[config.mk]
export PLATFORM = sky130hd
export DESIGN_NAME = uart_tx_arbiter
export DESIGN_NICKNAME = d
export VERILOG_FILES = /design/src/rtl/uart_pkg.sv /design/src/rtl/rr_pick.sv /design/src/rtl/uart_tx_arbiter.sv
export SDC_FILE = /design/constraint.sdc
export NUM_CORES = 1
export LEC_CHECK = 0
export ABC_CLOCK_PERIOD_IN_PS = 4100
export CORE_ASPECT_RATIO = 1.75
export CORE_MARGIN = 2
export CORE_UTILIZATION = 43
export CTS_BUF_LIST = sky130_fd_sc_hd__clkbuf_16
export DETAILED_ROUTE_END_ITERATION = 8
export PLACE_DENSITY = 0.8
export SKIP_LAST_GASP = 1
export SLEW_MARGIN = 20
export SYNTH_ARGS = -nofsm -noshare
export SYNTH_HDL_FRONTEND = slang
export SYNTH_HIERARCHICAL = 1
export SYNTH_SLANG_ARGS = --single-unit
[constraint.sdc]
create_clock -name clock -period 4.1 [get_ports clock]
set_clock_uncertainty 0.2 [all_clocks]
set_input_delay 0.615 -clock clock [delete_from_list [all_inputs] [get_ports clock]]
set_output_delay 0.615 -clock clock [all_outputs]
set_load 0.1 [all_outputs]
[src/rtl/uart_pkg.sv]
// Shared definitions for the UART transmit arbiter: word width and the
// arbiter state encoding.
package uart_pkg;

  localparam int UART_DATA_W = 9;

  typedef enum logic [1:0] {
    IDLE,
    ISSUE,
    WAIT_START,
    WAIT_DONE
  } arb_state_t;

endpackage

[src/rtl/rr_pick.sv]
// Combinational round-robin selector: the first set request bit found
// searching upward from last+1, wrapping modulo NUM_REQ.
module rr_pick #(
  parameter int NUM_REQ = 4,
  parameter int ID_W    = $clog2(NUM_REQ)
) (
  input  logic [NUM_REQ-1:0] req,
  input  logic [ID_W-1:0]    last,
  output logic [NUM_REQ-1:0] gnt,
  output logic [ID_W-1:0]    idx
);

  logic            found;
  logic [ID_W-1:0] pos;

  // Walk the ring starting just after the previous winner; first hit wins.
  always_comb begin
    gnt   = '0;
    idx   = '0;
    found = 1'b0;
    pos   = '0;
    for (int k = 1; k <= NUM_REQ; k++) begin
      pos = ID_W'((int'(last) + k) % NUM_REQ);
      if (!found && req[pos]) begin
        found    = 1'b1;
        gnt[pos] = 1'b1;
        idx      = pos;
      end
    end
  end

endmodule

[src/rtl/uart_tx_arbiter.sv]
// Round-robin arbiter sharing one 9N1 uart_tx serializer among NUM_REQ
// requesters. Each accepted word is issued with a one-cycle send, the
// serializer's ready is tracked through the frame, and a per-requester done
// pulse follows once the frame has left the line.
// Optional build macro UART_ARB_PRIO0_EN: requester 0 gets strict priority,
// the other requesters share the remaining slots round-robin.
module uart_tx_arbiter
  import uart_pkg::*;
#(
  parameter int NUM_REQ = 4,
  parameter int ID_W    = $clog2(NUM_REQ)
) (
  input  logic                           clock,
  input  logic                           reset_n,
  input  logic [NUM_REQ-1:0]             req_valid,
  input  logic [NUM_REQ*UART_DATA_W-1:0] req_data,
  output logic [NUM_REQ-1:0]             req_ready,
  output logic [NUM_REQ-1:0]             req_done,
  output logic                           send,
  output logic [UART_DATA_W-1:0]         data,
  input  logic                           tx_ready,
  output logic                           busy,
  output logic [ID_W-1:0]                grant_id
);

  arb_state_t           state, state_nxt;
  logic [ID_W-1:0]      last_grant;
  logic [NUM_REQ-1:0]   rr_req;
  logic [NUM_REQ-1:0]   rr_gnt;
  logic [ID_W-1:0]      rr_idx;
  logic [NUM_REQ-1:0]   win_oh;
  logic [ID_W-1:0]      win_id;
  logic                 grant_en;
  logic                 done_en;

`ifdef UART_ARB_PRIO0_EN
  // Requester 0 is taken out of the ring and overrides it whenever valid.
  assign rr_req = {req_valid[NUM_REQ-1:1], 1'b0};
  assign win_oh = req_valid[0] ? {{(NUM_REQ-1){1'b0}}, 1'b1} : rr_gnt;
  assign win_id = req_valid[0] ? '0 : rr_idx;
`else
  assign rr_req = req_valid;
  assign win_oh = rr_gnt;
  assign win_id = rr_idx;
`endif

  rr_pick #(
    .NUM_REQ (NUM_REQ),
    .ID_W    (ID_W)
  ) u_rr_pick (
    .req  (rr_req),
    .last (last_grant),
    .gnt  (rr_gnt),
    .idx  (rr_idx)
  );

  // Next-state and handshake decode; grants happen only from IDLE with the
  // serializer idle, so req_ready is at most one bit and only in IDLE.
  always_comb begin
    state_nxt = state;
    grant_en  = 1'b0;
    done_en   = 1'b0;
    unique case (state)
      IDLE: begin
        if (tx_ready && (|req_valid)) begin
          grant_en  = 1'b1;
          state_nxt = ISSUE;
        end
      end
      ISSUE:      state_nxt = WAIT_START;
      WAIT_START: if (!tx_ready) state_nxt = WAIT_DONE;
      WAIT_DONE: begin
        if (tx_ready) begin
          done_en   = 1'b1;
          state_nxt = IDLE;
        end
      end
      default:    state_nxt = IDLE;
    endcase
  end

  assign req_ready = grant_en ? win_oh : '0;
  assign send      = (state == ISSUE);
  assign busy      = (state != IDLE);

  // State register.
  always_ff @(posedge clock or negedge reset_n) begin
    if (!reset_n) state <= IDLE;
    else          state <= state_nxt;
  end

  // Latch the winning word and index on grant; advance the ring and pulse
  // done when the frame completes. last_grant starts at the top so
  // requester 0 is first in line after reset.
  always_ff @(posedge clock or negedge reset_n) begin
    if (!reset_n) begin
      data       <= '0;
      grant_id   <= '0;
      last_grant <= ID_W'(NUM_REQ - 1);
      req_done   <= '0;
    end else begin
      if (grant_en) begin
        data     <= req_data[UART_DATA_W*win_id +: UART_DATA_W];
        grant_id <= win_id;
      end
      if (done_en) last_grant <= grant_id;
      req_done <= done_en ? ({{(NUM_REQ-1){1'b0}}, 1'b1} << grant_id) : '0;
    end
  end

endmodule

==> results.sh, run 1 <==
export IMPL_leakagePower_nw=0.953
export IMPL_critical_path_peak_fanout=18
export IMPL_nets=249
export IMPL_cts_tree="done"
export IMPL_timing_final_max_slew_violations=0
export IMPL_cts_buffers=3
export IMPL_max_cap_viol_count=0
export IMPL_area_growth_pct=49.4
export IMPL_drive_gt1_share_pct=23.3
export IMPL_cts_sinks=19
export IMPL_grt_use_total_pct=22.2
export IMPL_grt_pass1_vias=1416
export IMPL_start_util_pct=45.2
export IMPL_maxSlewHeadroom_pct=31.2
export IMPL_finalCritPeriodShare_pct=88.3
export IMPL_finalSetupViolCount=0
export IMPL_drt_pass1_iter_count=4
export IMPL_place_congestion=0.778
export IMPL_grt_first_pass_wirelength_um=7010
export IMPL_synth_nets=185
export IMPL_grt_max_degree=20
export IMPL_cts_resized=0
export IMPL_num_rows=28
export IMPL_synth_seq_cells=19
export IMPL_crit_required_ns=3.28
export IMPL_cts_hold_fix_buffers=0
export IMPL_via_per_inst=5.55
export IMPL_ys_seq_area_share_pct=30.8
export IMPL_synth_edf_count=0
export IMPL_netlist_area_um2=1550
export IMPL_antenna_left=0
export IMPL_core_um2=3430
export IMPL_drt_iter0_drc=31
export IMPL_port_buffer_count=63
export IMPL_min_period_ns=3.62
export IMPL_final_cell_mix="clkdlybuf4s50_1, dfrtp_1, nand2_1"
export IMPL_ys_warn_count=6
export IMPL_routed_wl_um=4350
export IMPL_hpwl_um=3290
export IMPL_worstMarginPinSlew_ns=1.03
export IMPL_ir_drop_v=0.000570
export IMPL_root_buffer="clkbuf_16"
export IMPL_cts_setup_buffers=0
export IMPL_die_h_um=83.5
export IMPL_synth_cell_types=38
export IMPL_dieArea_um2=4120
export IMPL_dieWidth_um=49.4
export IMPL_hp_class="flip-flop to flip-flop"
export IMPL_netlist_instances=130
export IMPL_fin_setup_tns_ns=0
export IMPL_drc=0
export IMPL_wire_per_inst_um=18.3
export IMPL_fmax_ghz=0.276
export IMPL_clock_latency_ns=0.25
export IMPL_crit_type="flip-flop to output pin"
export IMPL_start_kind="flip-flop"
export IMPL_antenna_cells=0
export IMPL_antenna_found_initial=0
export IMPL_async_flop_share_pct=100
export IMPL_postSynthAreaPerCell_um2=11.9
export IMPL_holdWs_ns=0.310
export IMPL_final_common_cell="clkdlybuf4s50_1"
export IMPL_clkTransAtPathRegs_ns=0.06
export IMPL_rsz0062_at_grt="no"
export IMPL_cp_arrival_ns=2.80
export IMPL_num_vias=1322
export IMPL_cp_end_kind="output pin"
export IMPL_clock_path_buffers=2
export IMPL_status="finished, final reports clean"
export IMPL_gr_total_overflow=0
export IMPL_io_pins=64
export IMPL_ctsHtreeMaxLevel=1
export IMPL_finalHoldViolCount=0
export IMPL_ys_flop_type="dfrtp_1"
export IMPL_powerDensity_nw_per_um2=946
[cell usage after synthesis, drive strengths merged, types with 3 or more instances]
master	number	share of area, %
a221o	4	2.6
and2	4	1.6
buf	5	3.4
dfrtp	17	27
ha	12	9.7
inv	7	1.7
mux2	13	11
mux4	11	16
nand2	14	3.4
nor2	6	1.8
nor3	3	0.97
o21ai	9	2.9
[sequential cells by signal, indices dropped and copies added, names as in the netlist]
name / cells
data: 9
grant_id: 2
last_grant: 2
req_done: 4
state: 2
[cell families after synthesis]
kind of cell             synth area share (%)
flip-flops                               30.8
AO/OA/AOI/OAI                            14.7
multiplexers                             27.1
buffers and inverters                    5.56
adder cells (fa/ha/maj)                  9.68
AND/OR/NAND/NOR                          12.2
[power breakdown]
part | switching [W] | leakage, nW | total (W) | internal (W)
sequential | 0.0000939 | 0.229 | 0.000373 | 0.000279
clock | 0.0000751 | 0.0409 | 0.000206 | 0.000131
combinational | 0.00100 | 0.683 | 0.00161 | 0.000611
[critical path, stage by stage, from the launching register on]
cell     delay [ns]
dfstp_2        0.74
inv_1          0.16
ha_1           0.43
mux4_2         0.44
nand2_1        0.11
o21ai_1        0.08
a221o_1        0.26
and2_1         0.16
buf_12         0.17
[metrics by stage]
step	instances	worst slack (ns)	cell area (µm²)	power, W	utilization (%)
final	238	0.480	2320	0.00219	67.5
after CTS	238	0.470	2320	0.00220	67.5
after global placement	234	0.481	2240	0.00194	65.2
after global routing	238	0.323	2320	0.00231	67.5
after floorplan	130	0.669	1550	0.00164	-
after detailed placement	234	0.396	2240	0.00198	65.2
[routing by layer]
metal / share of wire (%) / global-route usage, %
met1: 34 / 21.3
met5: 0 / 0
met2: 60 / 44.5
met3: 3.1 / 3.41
met4: 2.7 / 8.59
[area by class of cell]
class                      instances  area (µm²)
clock buffer                       3        75.1
clock inverter                     1        5.00
fill                             264        1120
inverter                           8        30.0
multi-input combinational         97         987
sequential                        19         478
tap                               45        56.3
timing repair buffer              65         686
[worst paths after layout]
check / from / endpoint / slack [ns] / cells after the start
min reg2reg: data[2]$_DFFE_PN0N_ / data[2]$_DFFE_PN0N_ / 0.31 / 1
max in group asynchronous: reset_n / grant_id[0]$_DFFE_PN0N_ / 2.44 / 1
max: last_grant[0]$_DFFE_PN1P_ / req_ready[3] / 0.48 / 8
min in group asynchronous: reset_n / data[6]$_DFFE_PN0N_ / 0.68 / 1
min: data[2]$_DFFE_PN0N_ / data[2]$_DFFE_PN0N_ / 0.31 / 1
max reg2reg: last_grant[0]$_DFFE_PN1P_ / data[3]$_DFFE_PN0N_ / 0.60 / 8
Power figures use the tool's default switching activity.
==> run 2, diff against run 1 <==
==> constraint.sdc (replaced) <==
create_clock -name clock -period 4.1 [get_ports clock]
set_clock_uncertainty 0.2 [all_clocks]
set_input_delay 0.82 -clock clock [delete_from_list [all_inputs] [get_ports clock]]
set_output_delay 0.82 -clock clock [all_outputs]
set_load 0.1 [all_outputs]
==> run 2 against run 1 <==
- clock power shrank 6%
- combinational power is essentially flat
- largest cell class unchanged
- cell count grew 1.3%
- non-clock buffer count grew 3
==> results.sh, run 2 (synthesis gave the netlist of run 1 again) <==
export IMPL_status="finished, final reports clean"
export IMPL_worstMarginPinSlew_ns=1.02
export IMPL_place_congestion=0.812
export IMPL_cts_sinks=19
export IMPL_max_cap_viol_count=0
export IMPL_reg_top3="data x9, req_done x4"
export IMPL_setup_ws_ns=0.140
export IMPL_design_area_um2=2340
export IMPL_cp_end_kind="output pin"
export IMPL_finalHoldViolCount=0
export IMPL_drt_iter0_drc=33
export IMPL_routed_wl_um=4140
export IMPL_start_kind="input pin"
export IMPL_cts_resized=0
export IMPL_powerDensity_nw_per_um2=942
export IMPL_clock_path_buffers=2
export IMPL_min_period_ns=3.96
export IMPL_gr_usage_met1_pct=20.7
export IMPL_via_per_inst=5.44
export IMPL_ir_drop_v=0.000593
export IMPL_final_common_cell="clkdlybuf4s50_1"
export IMPL_cts_setup_buffers=0
export IMPL_start_util_pct=45.2
export IMPL_grt_max_degree=20
export IMPL_crit_path_top_delay_cell="clkdlybuf4s50_1"
export IMPL_rsz0062_at_grt="no"
export IMPL_dieWidth_um=49.4
export IMPL_num_vias=1311
export IMPL_antenna_cells=0
export IMPL_dieArea_um2=4120
export IMPL_gr_total_overflow=0
export IMPL_clkTransAtPathRegs_ns=0.05
export IMPL_wire_per_inst_um=17.2
export IMPL_grt_first_pass_wirelength_um=6710
export IMPL_nets=252
export IMPL_area_growth_pct=50.6
export IMPL_cp_arrival_ns=2.94
export IMPL_max_stage_delay_ns=0.70
export IMPL_cts_buffers=3
export IMPL_min_path_cells=1
export IMPL_cts_tree="done"
export IMPL_clock_latency_ns=0.25
export IMPL_hp_class="flip-flop to flip-flop"
export IMPL_maxSlewHeadroom_pct=31.6
export IMPL_gr_usage_met2_pct=42.3
export IMPL_r2r_cells=8
export IMPL_fin_setup_tns_ns=0
export IMPL_fmax_ghz=0.253
export IMPL_cp_cell_sequence="clkdlybuf4s50_1 -> and3b_1 -> a21oi_1 -> o41ai_2 -> a221o_1 -> and2_1 -> buf_12"
export IMPL_grt_use_total_pct=21.1
export IMPL_crit_type="input pin to output pin"
export IMPL_hpwl_um=3420
export IMPL_postPlaceCellArea_um2=2260
export IMPL_antenna_left=0
export IMPL_core_um2=3430
export IMPL_timing_final_max_slew_violations=0
export IMPL_root_buffer="clkbuf_16"
export IMPL_drc=0
export IMPL_drive_gt1_share_pct=24.5
export IMPL_final_cell_mix="clkdlybuf4s50_1, dfrtp_1, nand2_1"
export IMPL_grt_pass1_vias=1395
export IMPL_drt_pass1_iter_count=4
export IMPL_largest_reg_flops=9
export IMPL_port_buffer_count=63
export IMPL_critical_path_peak_fanout=10
export IMPL_num_rows=28
export IMPL_antenna_found_initial=0
export IMPL_finalSetupViolCount=0
export IMPL_crit_required_ns=3.08
export IMPL_rrSetupSlack_ns=0.62
export IMPL_final_util_pct=68.0
export IMPL_pre_cts_ws_ns=0.154
export IMPL_finalCritPeriodShare_pct=96.6
export IMPL_top_usage_layer="met2"
export IMPL_n_fill_cell=277
export IMPL_ctsHtreeMaxLevel=1
export IMPL_cts_hold_fix_buffers=0
export IMPL_io_pins=64
export IMPL_use_met3_pct=4.48
export IMPL_die_h_um=83.5
export IMPL_leakagePower_nw=0.969
export IMPL_top_register="data"
[run 2: cell type report]
class / count / area, µm² / area share, %
flip-flops and latches: 19 / 478 / 20.5
inverters: 8 / 30.0 / 1.29
multi-input cells: 97 / 987 / 42.3
clock buffers: 3 / 75.1 / 3.21
repair buffers: 68 / 706 / 30.2
well taps: 45 / 56.3 / 2.41
clock inverters: 1 / 3.75 / 0.161
[run 2: power breakdown]
group          switching, W  leakage, nW  internal [W]  total (W)
logic               0.00101        0.697      0.000622    0.00164
registers         0.0000889        0.229      0.000279   0.000368
clock network     0.0000648       0.0423      0.000130   0.000194
total               0.00117        0.969       0.00103    0.00220
[run 2: worst paths after layout]
kind | startpoint | endpoint
min in group asynchronous | reset_n | data[6]$_DFFE_PN0N_
setup reg to reg | last_grant[0]$_DFFE_PN1P_ | data[2]$_DFFE_PN0N_
max in group asynchronous | reset_n | grant_id[1]$_DFFE_PN0N_
hold / removal | data[1]$_DFFE_PN0N_ | data[1]$_DFFE_PN0N_
hold reg to reg | data[1]$_DFFE_PN0N_ | data[1]$_DFFE_PN0N_
setup / recovery | req_valid[3] | req_ready[0]
[run 2: stage by stage]
stage          hold WS, ns  std cells  total power [W]
6_report             0.313        241          0.00220
5_1_grt              0.325        241          0.00231
3_5_place_dp         0.296        237          0.00201
3_3_place_gp         0.292        237          0.00196
4_1_cts              0.312        241          0.00221
2_1_floorplan        0.307        130          0.00164
[run 2: metal layers]
layer	part of all wire [%]	vias to the layer above
li1	-	623
met1	33	641
met2	62	43
met3	3.9	4
met4	0.82	0
met5	0	-
[run 2: worst max-delay path: cells and delay by family]
family	cells	cell delay [ns]
compound gates	3	0.84
buf+inv	2	0.88
simple gates	2	0.39
==> run 3, diff against run 2 <==
- CTS_CLUSTER_DIAMETER: unset -> 40
- PLACE_DENSITY: 0.8 -> 0.89
==> run 3 against run 2 <==
- critical path type unchanged
- power fell by 0.20%
- design area fell by 0.32%
- via count rose by 0.84%
- combinational power barely moved
- clock power barely moved
==> results.sh, run 3 (synthesis gave the netlist of run 1 again) <==
export IMPL_cts_setup_buffers=0
export IMPL_place_congestion=0.922
export IMPL_root_buffer="clkbuf_16"
export IMPL_cts_hold_fix_buffers=0
export IMPL_finalCritPeriodShare_pct=95.7
export IMPL_antenna_cells=0
export IMPL_drive_gt1_share_pct=24.1
export IMPL_die_h_um=83.5
export IMPL_largest_reg_flops=9
export IMPL_max_cap_viol_count=0
export IMPL_routed_wl_um=4350
export IMPL_grt_pass1_vias=1435
export IMPL_hpwl_um=3550
export IMPL_ir_drop_v=0.000732
export IMPL_nets=251
export IMPL_top_register="data"
export IMPL_drt_pass1_iter_count=4
export IMPL_fmax_ghz=0.255
export IMPL_cp_end_kind="output pin"
export IMPL_ff_latch_area_um2=478
export IMPL_n_fill_cell=263
export IMPL_multi_input_area_um2=987
export IMPL_leakagePower_nw=0.964
export IMPL_cts_tree="done"
export IMPL_crit_path_top_delay_cell="clkdlybuf4s50_1"
export IMPL_io_pins=64
export IMPL_worstMarginPinSlew_ns=0.996
export IMPL_cts_sinks=19
export IMPL_core_um2=3430
export IMPL_port_buffer_count=63
export IMPL_grt_first_pass_wirelength_um=7090
export IMPL_max_stage_delay_ns=0.70
export IMPL_critical_path_top_delay_family="buffers and inverters"
export IMPL_start_util_pct=45.2
export IMPL_via_per_inst=5.51
export IMPL_ctsHtreeMaxLevel=1
export IMPL_rsz0062_at_grt="no"
export IMPL_crit_required_ns=3.08
export IMPL_drc=0
export IMPL_cp_cell_sequence="clkdlybuf4s50_1 -> and3b_1 -> a21oi_1 -> o41ai_2 -> a221o_1 -> and2_1 -> buf_12"
export IMPL_num_vias=1322
export IMPL_final_cell_mix="clkdlybuf4s50_1, dfrtp_1, nand2_1"
export IMPL_worstPathBufferInverterCount=2
export IMPL_status="finished, final reports clean"
export IMPL_holdWs_ns=0.312
export IMPL_dieArea_um2=4120
export IMPL_min_period_ns=3.92
export IMPL_finalSetupViolCount=0
export IMPL_hp_class="flip-flop to flip-flop"
export IMPL_powerDensity_nw_per_um2=943
export IMPL_maxSlewHeadroom_pct=33.4
export IMPL_dieWidth_um=49.4
export IMPL_timing_final_max_slew_violations=0
export IMPL_cts_buffers=3
export IMPL_critical_path_peak_fanout=10
export IMPL_final_common_cell="clkdlybuf4s50_1"
export IMPL_reg_top3="data x9, req_done x4"
export IMPL_cts_resized=0
export IMPL_start_kind="input pin"
export IMPL_gr_total_overflow=0
export IMPL_fin_setup_tns_ns=0
export IMPL_drt_iter0_drc=20
export IMPL_cp_arrival_ns=2.90
export IMPL_grt_max_degree=20
export IMPL_rrSetupSlack_ns=0.51
export IMPL_clock_latency_ns=0.24
export IMPL_antenna_left=0
export IMPL_clock_path_buffers=2
export IMPL_num_rows=28
export IMPL_grt_use_total_pct=22.2
export IMPL_wire_per_inst_um=18.1
export IMPL_clkTransAtPathRegs_ns=0.05
export IMPL_crit_type="input pin to output pin"
export IMPL_finalHoldViolCount=0
export IMPL_antenna_found_initial=0
export IMPL_area_growth_pct=50.1
## run 3: report_power, final
group,internal [W],switching [W],leakage (nW)
sequential,0.000279,0.0000930,0.229
clock,0.000129,0.0000638,0.0423
combinational,0.000612,0.00102,0.693
total,0.00102,0.00117,0.964
## run 3: path summary, 6_finish.rpt
check | start | endpoint | depth (start not counted)
min in group asynchronous | reset_n | data[7]$_DFFE_PN0N_ | 1
max reg2reg | last_grant[0]$_DFFE_PN1P_ | data[7]$_DFFE_PN0N_ | 8
min | data[3]$_DFFE_PN0N_ | data[3]$_DFFE_PN0N_ | 1
max in group asynchronous | reset_n | state[1]$_DFFE_PN0P_ | 1
max | req_valid[3] | req_ready[1] | 7
min reg2reg | data[3]$_DFFE_PN0N_ | data[3]$_DFFE_PN0N_ | 1
## run 3: layout make-up
cell class                 instances  share of cell area (%)
multi-input combinational         97                    42.4
timing repair buffer              67                    30.0
sequential                        19                    20.5
clock buffer                       3                    3.22
tap                               45                    2.42
inverter                           8                    1.29
clock inverter                     1                   0.161
## run 3: worst reg2reg max path, delay by kind of cell, from the launching register on
family	cells	cell delay, ns
multiplexers	3	1.25
buffers and inverters	2	0.44
adder cells (fa/ha/maj)	1	0.42
flip-flops	1	0.74
AO/OA/AOI/OAI	2	0.42
## run 3: routing by layer
layer | share of wire [%] | vias up | wire length, µm | GRT usage, %
li1 | - | 616 | - | -
met1 | 32 | 655 | 1410 | 23.1
met2 | 62 | 41 | 2680 | 43.9
met3 | 2.4 | 10 | 105 | 1.08
met4 | 3.5 | 0 | 153 | 9.85
met5 | 0 | - | 0 | 0
## run 3: per-stage QoR
stage | instances | instance area (µm²) | worst slack (ns) | util [%] | power, W
3_3_place_gp | 236 | 2250 | 0.243 | 65.5 | 0.00194
5_1_grt | 240 | 2330 | 0.00414 | 67.8 | 0.00231
2_1_floorplan | 130 | 1550 | 0.464 | - | 0.00164
3_5_place_dp | 236 | 2250 | 0.108 | 65.5 | 0.00200
6_report | 240 | 2330 | 0.175 | 67.8 | 0.00220
4_1_cts | 240 | 2330 | 0.190 | 67.8 | 0.00220
